[src/rtl/serializer_pkg.sv]
// serializer_pkg: shared types and helpers for the DDR output serializer.
// State enum, beats-per-word helper and the bit-pair selector that fixes
// the on-wire bit order.
package serializer_pkg;

  typedef enum logic [0:0] {
    IDLE = 1'b0,
    RUN  = 1'b1
  } state_e;

  // Widest word the pair selector accepts.
  localparam int MAX_WIDTH = 64;

  // Cycles needed to send one word at two bits per cycle.
  function automatic int beats(input int width);
    return width / 2;
  endfunction

  // Returns pair j of a word: bit [0] is sent first (D0), bit [1] second (D1).
  function automatic logic [1:0] pair_sel(input logic [MAX_WIDTH-1:0] word,
                                          input int                   j,
                                          input logic                 msb_first,
                                          input int                   width);
    logic [5:0] idx_first;
    logic [5:0] idx_second;
    if (msb_first) begin
      idx_first  = 6'(width - 1 - 2 * j);
      idx_second = 6'(width - 2 - 2 * j);
    end else begin
      idx_first  = 6'(2 * j);
      idx_second = 6'(2 * j + 1);
    end
    return {word[idx_second], word[idx_first]};
  endfunction

endpackage

[src/rtl/serializer_cc_oddr.sv]
// CC_ODDR: behavioural stand-in for the GateMate DDR output cell, used for
// simulation and lint only. Leave this file out of the GateMate build, where
// the vendor cell library supplies the real primitive.
// D0 is launched in the high phase of DDR, D1 in the low phase.
module CC_ODDR (
  input  logic DDR,
  input  logic CLK,
  input  logic D0,
  input  logic D1,
  output logic Q
);

  logic d0_q;
  logic d1_q;

  // Capture both halves of the pair on the rising clock edge
  always_ff @(posedge CLK) begin
    d0_q <= D0;
    d1_q <= D1;
  end

  assign Q = DDR ? d0_q : d1_q;

endmodule

[src/rtl/serializer_ddr_gen_lane.sv]
// serializer_lane: one lane of the DDR serializer. Holds the lane's holding
// register and shift register and drives one CC_ODDR. The shift register is
// loaded already in send order so the outgoing pair is always bits [1:0].
module serializer_lane
  import serializer_pkg::*;
#(
  parameter int               WIDTH     = 10,
  parameter bit               MSB_FIRST = 1'b0,
  parameter bit               INVERT    = 1'b1,
  parameter logic [WIDTH-1:0] IDLE_WORD = '0
) (
  input  logic             clk_i,
  input  logic             rst_i,
  input  logic             cap_i,
  input  logic [WIDTH-1:0] dat_i,
  input  logic             load_i,
  input  logic             idle_load_i,
  input  logic             run_i,
  output logic             dat_o
);

  localparam int BEATS = beats(WIDTH);

  logic [WIDTH-1:0]     hold_q;
  logic [WIDTH-1:0]     hold_d;
  logic [WIDTH-1:0]     shreg_q;
  logic [WIDTH-1:0]     shreg_d;
  logic [MAX_WIDTH-1:0] src_s;
  logic [WIDTH-1:0]     ordered_s;
  logic                 d0_s;
  logic                 d1_s;

  // Reorder the word being loaded so pair j sits in bits [2j+1:2j]
  always_comb begin
    src_s = '0;
    if (idle_load_i) begin
      src_s[WIDTH-1:0] = IDLE_WORD;
    end else begin
      src_s[WIDTH-1:0] = hold_q;
    end
    ordered_s = '0;
    for (int j = 0; j < BEATS; j++) begin
      ordered_s[2*j +: 2] = pair_sel(src_s, j, MSB_FIRST, WIDTH);
    end
  end

  // Holding register capture and shift register load/shift
  always_comb begin
    if (cap_i) begin
      hold_d = dat_i;
    end else begin
      hold_d = hold_q;
    end
    if (load_i || idle_load_i) begin
      shreg_d = ordered_s;
    end else begin
      shreg_d = {2'b00, shreg_q[WIDTH-1:2]};
    end
  end

  // Lane registers; reset discards both the held and the in-flight word
  always_ff @(posedge clk_i) begin
    if (rst_i) begin
      hold_q  <= '0;
      shreg_q <= '0;
    end else begin
      hold_q  <= hold_d;
      shreg_q <= shreg_d;
    end
  end

  // Outside RUN the pad sees a constant 0 before the optional inversion.
  assign d0_s = (run_i & shreg_q[0]) ^ INVERT;
  assign d1_s = (run_i & shreg_q[1]) ^ INVERT;

  CC_ODDR oddr_u (
    .DDR (clk_i),
    .CLK (clk_i),
    .D0  (d0_s),
    .D1  (d1_s),
    .Q   (dat_o)
  );

endmodule

[src/rtl/serializer_ddr_gen.sv]
// serializer_ddr_gen: parametrised DDR output serializer for GateMate.
// Owns the IDLE/RUN FSM, the shared beat counter and the valid/ready
// handshake; LANES serializer_lane instances do the per-lane datapath.
// Optional feature macro: SERIALIZER_IDLE_EN (send IDLE_WORD on underrun
// instead of dropping to IDLE).
module serializer_ddr_gen
  import serializer_pkg::*;
#(
  parameter int               WIDTH     = 10,
  parameter int               LANES     = 1,
  parameter bit               MSB_FIRST = 1'b0,
  parameter bit               INVERT    = 1'b1,
  parameter logic [WIDTH-1:0] IDLE_WORD = '0
) (
  input  logic                   fast_clk_i,
  input  logic                   rst,
  input  logic [LANES*WIDTH-1:0] dat_i,
  input  logic                   valid_i,
  output logic                   ready_o,
  output logic [LANES-1:0]       dat_o,
  output logic                   word_start_o,
  output logic                   underrun_o
);

  localparam int BEATS = beats(WIDTH);
  localparam int BW    = (BEATS > 1) ? $clog2(BEATS) : 1;

  state_e        state_q;
  state_e        state_d;
  logic [BW-1:0] beat_q;
  logic [BW-1:0] beat_d;
  logic          hold_full_q;
  logic          hold_full_d;
  logic          ready_q;
  logic          ready_d;
  logic          ws_q;
  logic          ws_d;
  logic          ur_q;
  logic          ur_d;
  logic          xfer_s;
  logic          load_s;
  logic          idle_load_s;
  logic          last_s;
  logic          run_s;

  // ready_q mirrors !hold_full, so the transfer never looks at valid_i twice.
  assign xfer_s = valid_i & ready_q;
  assign last_s = (beat_q == BW'(BEATS - 1));
  assign run_s  = (state_q == RUN);

  // Next state, beat counter, shift-register loads and pulse requests
  always_comb begin
    state_d     = state_q;
    beat_d      = beat_q;
    load_s      = 1'b0;
    idle_load_s = 1'b0;
    ws_d        = 1'b0;
    ur_d        = 1'b0;
    case (state_q)
      IDLE: begin
        if (hold_full_q) begin
          state_d = RUN;
          beat_d  = '0;
          load_s  = 1'b1;
          ws_d    = 1'b1;
        end else begin
          state_d = IDLE;
        end
      end
      RUN: begin
        if (!last_s) begin
          beat_d = beat_q + BW'(1);
        end else if (hold_full_q) begin
          beat_d = '0;
          load_s = 1'b1;
          ws_d   = 1'b1;
        end else begin
`ifdef SERIALIZER_IDLE_EN
          // Keep the line framed: send the idle word as a full word.
          beat_d      = '0;
          idle_load_s = 1'b1;
          ws_d        = 1'b1;
          ur_d        = 1'b1;
`else
          state_d = IDLE;
          beat_d  = '0;
          ur_d    = 1'b1;
`endif
        end
      end
      default: begin
        state_d = IDLE;
        beat_d  = '0;
      end
    endcase
  end

  // Holding flag: a same-cycle load and transfer leaves it set
  always_comb begin
    hold_full_d = xfer_s | (hold_full_q & ~load_s);
    ready_d     = ~hold_full_d;
  end

  // Control registers with synchronous reset
  always_ff @(posedge fast_clk_i) begin
    if (rst) begin
      state_q     <= IDLE;
      beat_q      <= '0;
      hold_full_q <= 1'b0;
      ready_q     <= 1'b0;
      ws_q        <= 1'b0;
      ur_q        <= 1'b0;
    end else begin
      state_q     <= state_d;
      beat_q      <= beat_d;
      hold_full_q <= hold_full_d;
      ready_q     <= ready_d;
      ws_q        <= ws_d;
      ur_q        <= ur_d;
    end
  end

  assign ready_o      = ready_q;
  assign word_start_o = ws_q;
  assign underrun_o   = ur_q;

  for (genvar k = 0; k < LANES; k++) begin : g_lane
    serializer_lane #(
      .WIDTH     (WIDTH),
      .MSB_FIRST (MSB_FIRST),
      .INVERT    (INVERT),
      .IDLE_WORD (IDLE_WORD)
    ) lane_u (
      .clk_i       (fast_clk_i),
      .rst_i       (rst),
      .cap_i       (xfer_s),
      .dat_i       (dat_i[k*WIDTH +: WIDTH]),
      .load_i      (load_s),
      .idle_load_i (idle_load_s),
      .run_i       (run_s),
      .dat_o       (dat_o[k])
    );
  end

endmodule
[config.mk]
export PLATFORM = sky130hd
export DESIGN_NAME = serializer_ddr_gen
export DESIGN_NICKNAME = d
export VERILOG_FILES = /design/src/rtl/serializer_pkg.sv /design/src/rtl/serializer_cc_oddr.sv /design/src/rtl/serializer_ddr_gen_lane.sv /design/src/rtl/serializer_ddr_gen.sv
export SDC_FILE = /design/constraint.sdc
export NUM_CORES = 1
export LEC_CHECK = 0
export BUFFER_PORTS_ARGS = -buffer_cell sky130_fd_sc_hd__buf_2
export CAP_MARGIN = 20
export CORE_MARGIN = 2
export CORE_UTILIZATION = 58
export DETAILED_ROUTE_END_ITERATION = 10
export GPL_ROUTABILITY_DRIVEN = 0
export HOLD_SLACK_MARGIN = 0.15
export PLACE_DENSITY = 0.8
export SLEW_MARGIN = 30
export SYNTH_ARGS = -nofsm -noshare
export SYNTH_HDL_FRONTEND = slang
export SYNTH_SLANG_ARGS = --single-unit
[constraint.sdc]
create_clock -name fast_clk_i -period 1.9 [get_ports fast_clk_i]
set_input_delay 0.19 -clock fast_clk_i [delete_from_list [all_inputs] [get_ports fast_clk_i]]
set_output_delay 0.19 -clock fast_clk_i [all_outputs]
set_load 0.01 [all_outputs]
==> impl_metrics.tcl, run 1 <==
set metrics [dict create \
    fill_cells 165 \
    slew_headroom_pct 65.7 \
    yosys.area_share.simple_pct 24.9 \
    via_count 916 \
    slowest_delay_ns 0.25 \
    holdBufCountCts 10 \
    synthAdderAreaFrac_pct 2.16 \
    cp.depth 4 \
    grt_start_max_net_pins 37 \
    synth_cells 124 \
    initial_core_util_pct 60.2 \
    required_ns 1.71 \
    placed_cell_area_mm2 0.00122 \
    synth_area_mm2 0.00116 \
    hold_viol_final 0 \
    layout_common_cells "dfxtp_1 (30), nand2_1 (23), nand2b_1 (17)" \
    dp.cells 160 \
    dp_hpwl_um 1280 \
    core_mm2 0.00192 \
    area_growth_syn_to_layout_pct 21.8 \
    groute.usage.overall_pct 23.2 \
    synth.area.top_cells "dfxtp_1 (52%), nand2b_1 (9.2%), nand2_1 (7.5%)" \
    cts-resized-gates 0 \
    clk_pin_slew_ns 0.09 \
    worstMarginPinSlew_ns 0.514 \
    route.detailed.drc 0 \
    antenna_left 0 \
    rsz0062_at_grt "no" \
    holdWs_ns 0.206 \
    slowest_stage "mux2_2" \
    antenna_cells 0 \
    grt_pass1_wl_um 3960 \
    synth-seq-cells 30 \
    rows 16 \
    crit_top_cell "clkbuf_4" \
    outcome "finished clean" \
    dr.pass1.iters 4 \
    grt_pass1_vias 971 \
    die_area_mm2 0.00237 \
    startpoint_type "clock port" \
    crit_path_end "dat_o" \
    drtIter0Drc 9 \
    r2r-end "g_lane[0].lane_u.shreg_q[0]" \
    reg2regPathDepth 5 \
    antenna_found_initial 0 \
    synth_top_area_cell "dfxtp_1" \
    synth_top_area_share_pct 51.9 \
    arrival_ns 1.57 \
    fin_tns_setup_ns 0 \
    critPathBufInv 3 \
    cap_viol_max_count 0 \
    vias_per_cell 5.06 \
    hold_path.class "input port to register" \
    synth_warnings 0 \
    p_leak_nw 0.538 \
    wl_per_cell_um 11.9 \
    drive_gt1_share_pct 18.8 \
    synthXorXnorAreaFrac_pct 0 \
    final_common_cell "dfxtp_1" \
    skew_ns 0.0114 \
    instances_no_fill 181 \
    io_buffers 16 \
    cp-end-kind "primary output" \
    gr-total-overflow 0 \
    powerDensity_mw_per_mm2 879 \
    synthMuxAreaShare_pct 7.90 \
    synth_compound_area_share_pct 8.55 \
    cts_setup_buffers 0 \
    tritoncts "yes" \
    cp-startpoint "fast_clk_i" \
    r2r-start "beat_q[0]" \
    die_y_um 48.6 \
    synth.net_count 139 \
    stdcell_area_mm2 0.00141 \
    total_power_mw 1.24 \
    critPathMaxFanout 2 \
    nets 168 \
    setup_viol 0 \
    io_pins 17 \
    critPathKind "clock port to primary output" \
    path_cells "clkbuf_4, clkbuf_4, mux2_2, buf_2" \
    post-place-ws_ns 0.390 \
    cp_top_family "buffers and inverters" \
    ir_worst_vdd_v 0.000632 \
    ff2ff_setup_slack_ns 0.39 \
    yosysUniqueCellTypes 20 \
    seq_area_frac_synth_pct 51.9 \
    timing.final.ws_setup_ns 0.137 \
    die_w_um 48.6 \
    avgSynthCellArea_um2 9.32 \
    fin_util_pct 73.2 \
    postRouteWirelength_um 2160 \
    synth_top_family_by_area "simple AND/OR/NAND/NOR gates" \
    drv_slew 0 \
    clock_latency_ns 0.44 \
]
[worst min path at each step]
stage                                              end  slack [ns]                        start  cells past startpoint
after floorplan             g_lane[0].lane_u.hold_q[8]        0.33                     dat_i[8]                      2
after global placement    g_lane[0].lane_u.oddr_u.d1_q        0.36  g_lane[0].lane_u.shreg_q[1]                      1
after detailed placement  g_lane[0].lane_u.oddr_u.d0_q        0.36  g_lane[0].lane_u.shreg_q[0]                      1
after CTS                                        run_s        0.18                          rst                      2
after global routing                             run_s        0.23                          rst                      2
final                                        beat_q[1]        0.21                          rst                      2
[Yosys cell counts, drive strengths merged]
| master | instances |
|---|---|
| nor2b | 2 |
| a21oi | 15 |
| inv | 2 |
| o21ai | 1 |
| a21boi | 1 |
| mux2 | 1 |
| nor3 | 1 |
| nor3b | 4 |
| clkbuf | 2 |
| dfxtp | 30 |
| nand2b | 17 |
| and2 | 1 |
| mux2i | 8 |
| nand2 | 23 |
| nand4b | 1 |
| ha | 2 |
| buf | 5 |
| nor2 | 8 |
[kinds of logic after synthesis]
kind of cell             count (synthesis)
AND/OR/NAND/NOR                         57
AO/OA/AOI/OAI                           17
flip-flops                              30
adder cells (fa/ha/maj)                  2
multiplexers                             9
buffers and inverters                    9
[registers in the layout, summed over array words and instances (netlist names)]
| name | cells |
|---|---|
| beat_q | 3 |
| g_lane.lane_u.hold_q | 10 |
| g_lane.lane_u.oddr_u.d0_q | 1 |
| g_lane.lane_u.oddr_u.d1_q | 1 |
| g_lane.lane_u.shreg_q | 10 |
| hold_full_q | 1 |
| ready_o | 1 |
| run_s | 1 |
| underrun_o | 1 |
| word_start_o | 1 |
[layout make-up]
cell class / instances / area, um^2 / share of cell area, %
Sequential cell: 30 / 601 / 42.7
Timing Repair Buffer: 25 / 175 / 12.4
Inverter: 2 / 7.51 / 0.533
Multi-Input combinational cell: 85 / 503 / 35.7
Clock buffer: 11 / 82.6 / 5.87
Clock inverter: 1 / 5.00 / 0.356
Tap cell: 27 / 33.8 / 2.40
[worst reg2reg max path: cells and delay by family (launching register included)]
kind / cells / cell delay [ns]
compound gates: 1 / 0.10
simple gates: 1 / 0.42
buf+inv: 1 / 0.07
fa+ha+maj: 1 / 0.24
flops: 1 / 0.33
mux: 1 / 0.25
[power by group]
group	leakage [nW]	internal, mW	switching, mW
Combinational	0.241	0.0492	0.0456
Clock	0.0533	0.254	0.230
Sequential	0.244	0.645	0.0122
Total	0.538	0.949	0.288
[routing by layer]
metal  up-vias  wire length [um]  track usage, %
met2        23              1050            36.8
met4         0                61            18.1
met1       428               937            22.9
met3         8               105            11.7
met5         -                 0               0
li1        457                 -               -
(Power assumes the default switching activity.)
==> inputs of run 2 (changes only) <==
--- a/config.mk
+++ b/config.mk
@@ -13,6 +13,7 @@
 export GPL_ROUTABILITY_DRIVEN = 0
 export HOLD_SLACK_MARGIN = 0.15
 export PLACE_DENSITY = 0.8
+export SETUP_SLACK_MARGIN = 0.15
 export SLEW_MARGIN = 30
 export SYNTH_ARGS = -nofsm -noshare
 export SYNTH_HDL_FRONTEND = slang
==> impl_metrics.tcl, run 2 (synthesized netlist as in run 1, its figures left out) <==
set metrics [dict create \
    hold_path.class "input port to register" \
    p_leak_nw 0.550 \
    drive_gt1_share_pct 18.8 \
    drv_slew 0 \
    cts_setup_buffers 0 \
    vias_per_cell 5.01 \
    dr.pass1.iters 4 \
    swShare_pct 23.2 \
    powerDensity_mw_per_mm2 897 \
    core_mm2 0.00192 \
    die_area_mm2 0.00237 \
    io_pins 17 \
    rows 16 \
    slew_headroom_pct 65.1 \
    nets 168 \
    skew_ns 0.0120 \
    die_w_um 48.6 \
    net-switching-power_mw 0.297 \
    ir_worst_vdd_v 0.000633 \
    p_int_mw 0.982 \
    crit_path_end "dat_o" \
    wl_per_cell_um 11.9 \
    cap_viol_max_count 0 \
    layout_common_cells "dfxtp_1 (30), nand2_1 (23), nand2b_1 (17)" \
    route.detailed.drc 0 \
    r2r-end "g_lane[0].lane_u.shreg_q[0]" \
    tritoncts "yes" \
    fin_tns_setup_ns 0 \
    die_y_um 48.6 \
    reg2regPathDepth 5 \
    gr-total-overflow 0 \
    grt_pass1_vias 974 \
    dp_hpwl_um 1280 \
    cp-startpoint "fast_clk_i" \
    antenna_found_initial 0 \
    arrival_ns 1.56 \
    fin_util_pct 74.2 \
    initial_core_util_pct 60.2 \
    postRouteWirelength_um 2160 \
    timing.final.ws_setup_ns 0.155 \
    area_growth_syn_to_layout_pct 23.3 \
    ff2ff_setup_slack_ns 0.39 \
    antenna_left 0 \
    reg_top3 "g_lane.lane_u.hold_q (10), g_lane.lane_u.shreg_q (10), beat_q (3)" \
    power_frac_clock_pct 41.2 \
    io_buffers 16 \
    groute.usage.overall_pct 23.3 \
    drtIter0Drc 9 \
    seq_power_share_pct 51.4 \
    critPathMaxFanout 2 \
    hold_viol_final 0 \
    r2r-start "beat_q[0]" \
    startpoint_type "clock port" \
    antenna_cells 0 \
    worstMarginPinSlew_ns 0.524 \
    rsz0062_at_grt "yes" \
    via_count 906 \
    holdWs_ns 0.209 \
    required_ns 1.71 \
    post-place-ws_ns 0.390 \
    power_frac_comb_pct 7.4 \
    clk_pin_slew_ns 0.09 \
    setup_viol 0 \
    critPathKind "clock port to primary output" \
    final_common_cell "dfxtp_1" \
    cp-end-kind "primary output" \
    grt_pass1_wl_um 3970 \
    outcome "finished clean" \
    clock_latency_ns 0.44 \
    grt_start_max_net_pins 37 \
]
-- run 2: critical path, stage by stage --
cell and delay [ns]:
buf_6 0.09, buf_6 0.10, mux2_4 0.29, buf_6 0.12
-- run 2: how the worst min path moves through the flow --
stage,endpoint,depth (start not counted),slack [ns],startpoint
6_report,beat_q[1],2,0.21,rst
5_1_grt,run_s,2,0.23,rst
4_1_cts,run_s,2,0.18,rst
3_5_place_dp,g_lane[0].lane_u.oddr_u.d0_q,1,0.36,g_lane[0].lane_u.shreg_q[0]
3_3_place_gp,g_lane[0].lane_u.oddr_u.d1_q,1,0.36,g_lane[0].lane_u.shreg_q[1]
2_1_floorplan,g_lane[0].lane_u.hold_q[8],2,0.33,dat_i[8]
-- run 2: timing repair --
item / 4_1_cts / 5_1_grt
cloned: 0 / 0
gates resized for setup: 1 / 5
hold buffers: 10 / 0
setup endpoints to repair: 1 / 1
endpoints found under the hold margin: 10 / 0
-- run 2: area by class of cell --
type	instances	area, um^2
clock buffer	11	96.3
clock inverter	1	5.00
fill	166	497
inverter	2	7.51
multi-input combinational	85	507
sequential	30	601
tap	27	33.8
timing repair buffer	25	175
-- run 2: power by group through the flow --
| stage | clock network (mW) | logic [mW] | registers, mW |
|---|---|---|---|
| 2_1_floorplan | 0.00622 | 0.0617 | 0.668 |
| 3_3_place_gp | 0.00626 | 0.0756 | 0.671 |
| 3_5_place_dp | 0.00626 | 0.0778 | 0.672 |
| 4_1_cts | 0.505 | 0.0937 | 0.657 |
| 5_1_grt | 0.572 | 0.107 | 0.660 |
| 6_report | 0.526 | 0.0949 | 0.657 |
-- run 2: routing by layer --
metal	track usage (%)	vias up	part of all wire (%)
met5	0	-	0
met4	18.6	0	2.9
met3	11.7	9	4.5
met2	36.8	19	49
met1	22.9	422	44
li1	-	456	-
-- run 2: through the flow --
step	cell area [um^2]	std cells	total power, mW
floorplan	1160	124	0.736
global placement	1220	160	0.752
detailed placement	1220	160	0.756
CTS	1410	181	1.26
global route	1430	181	1.34
finish	1430	181	1.28
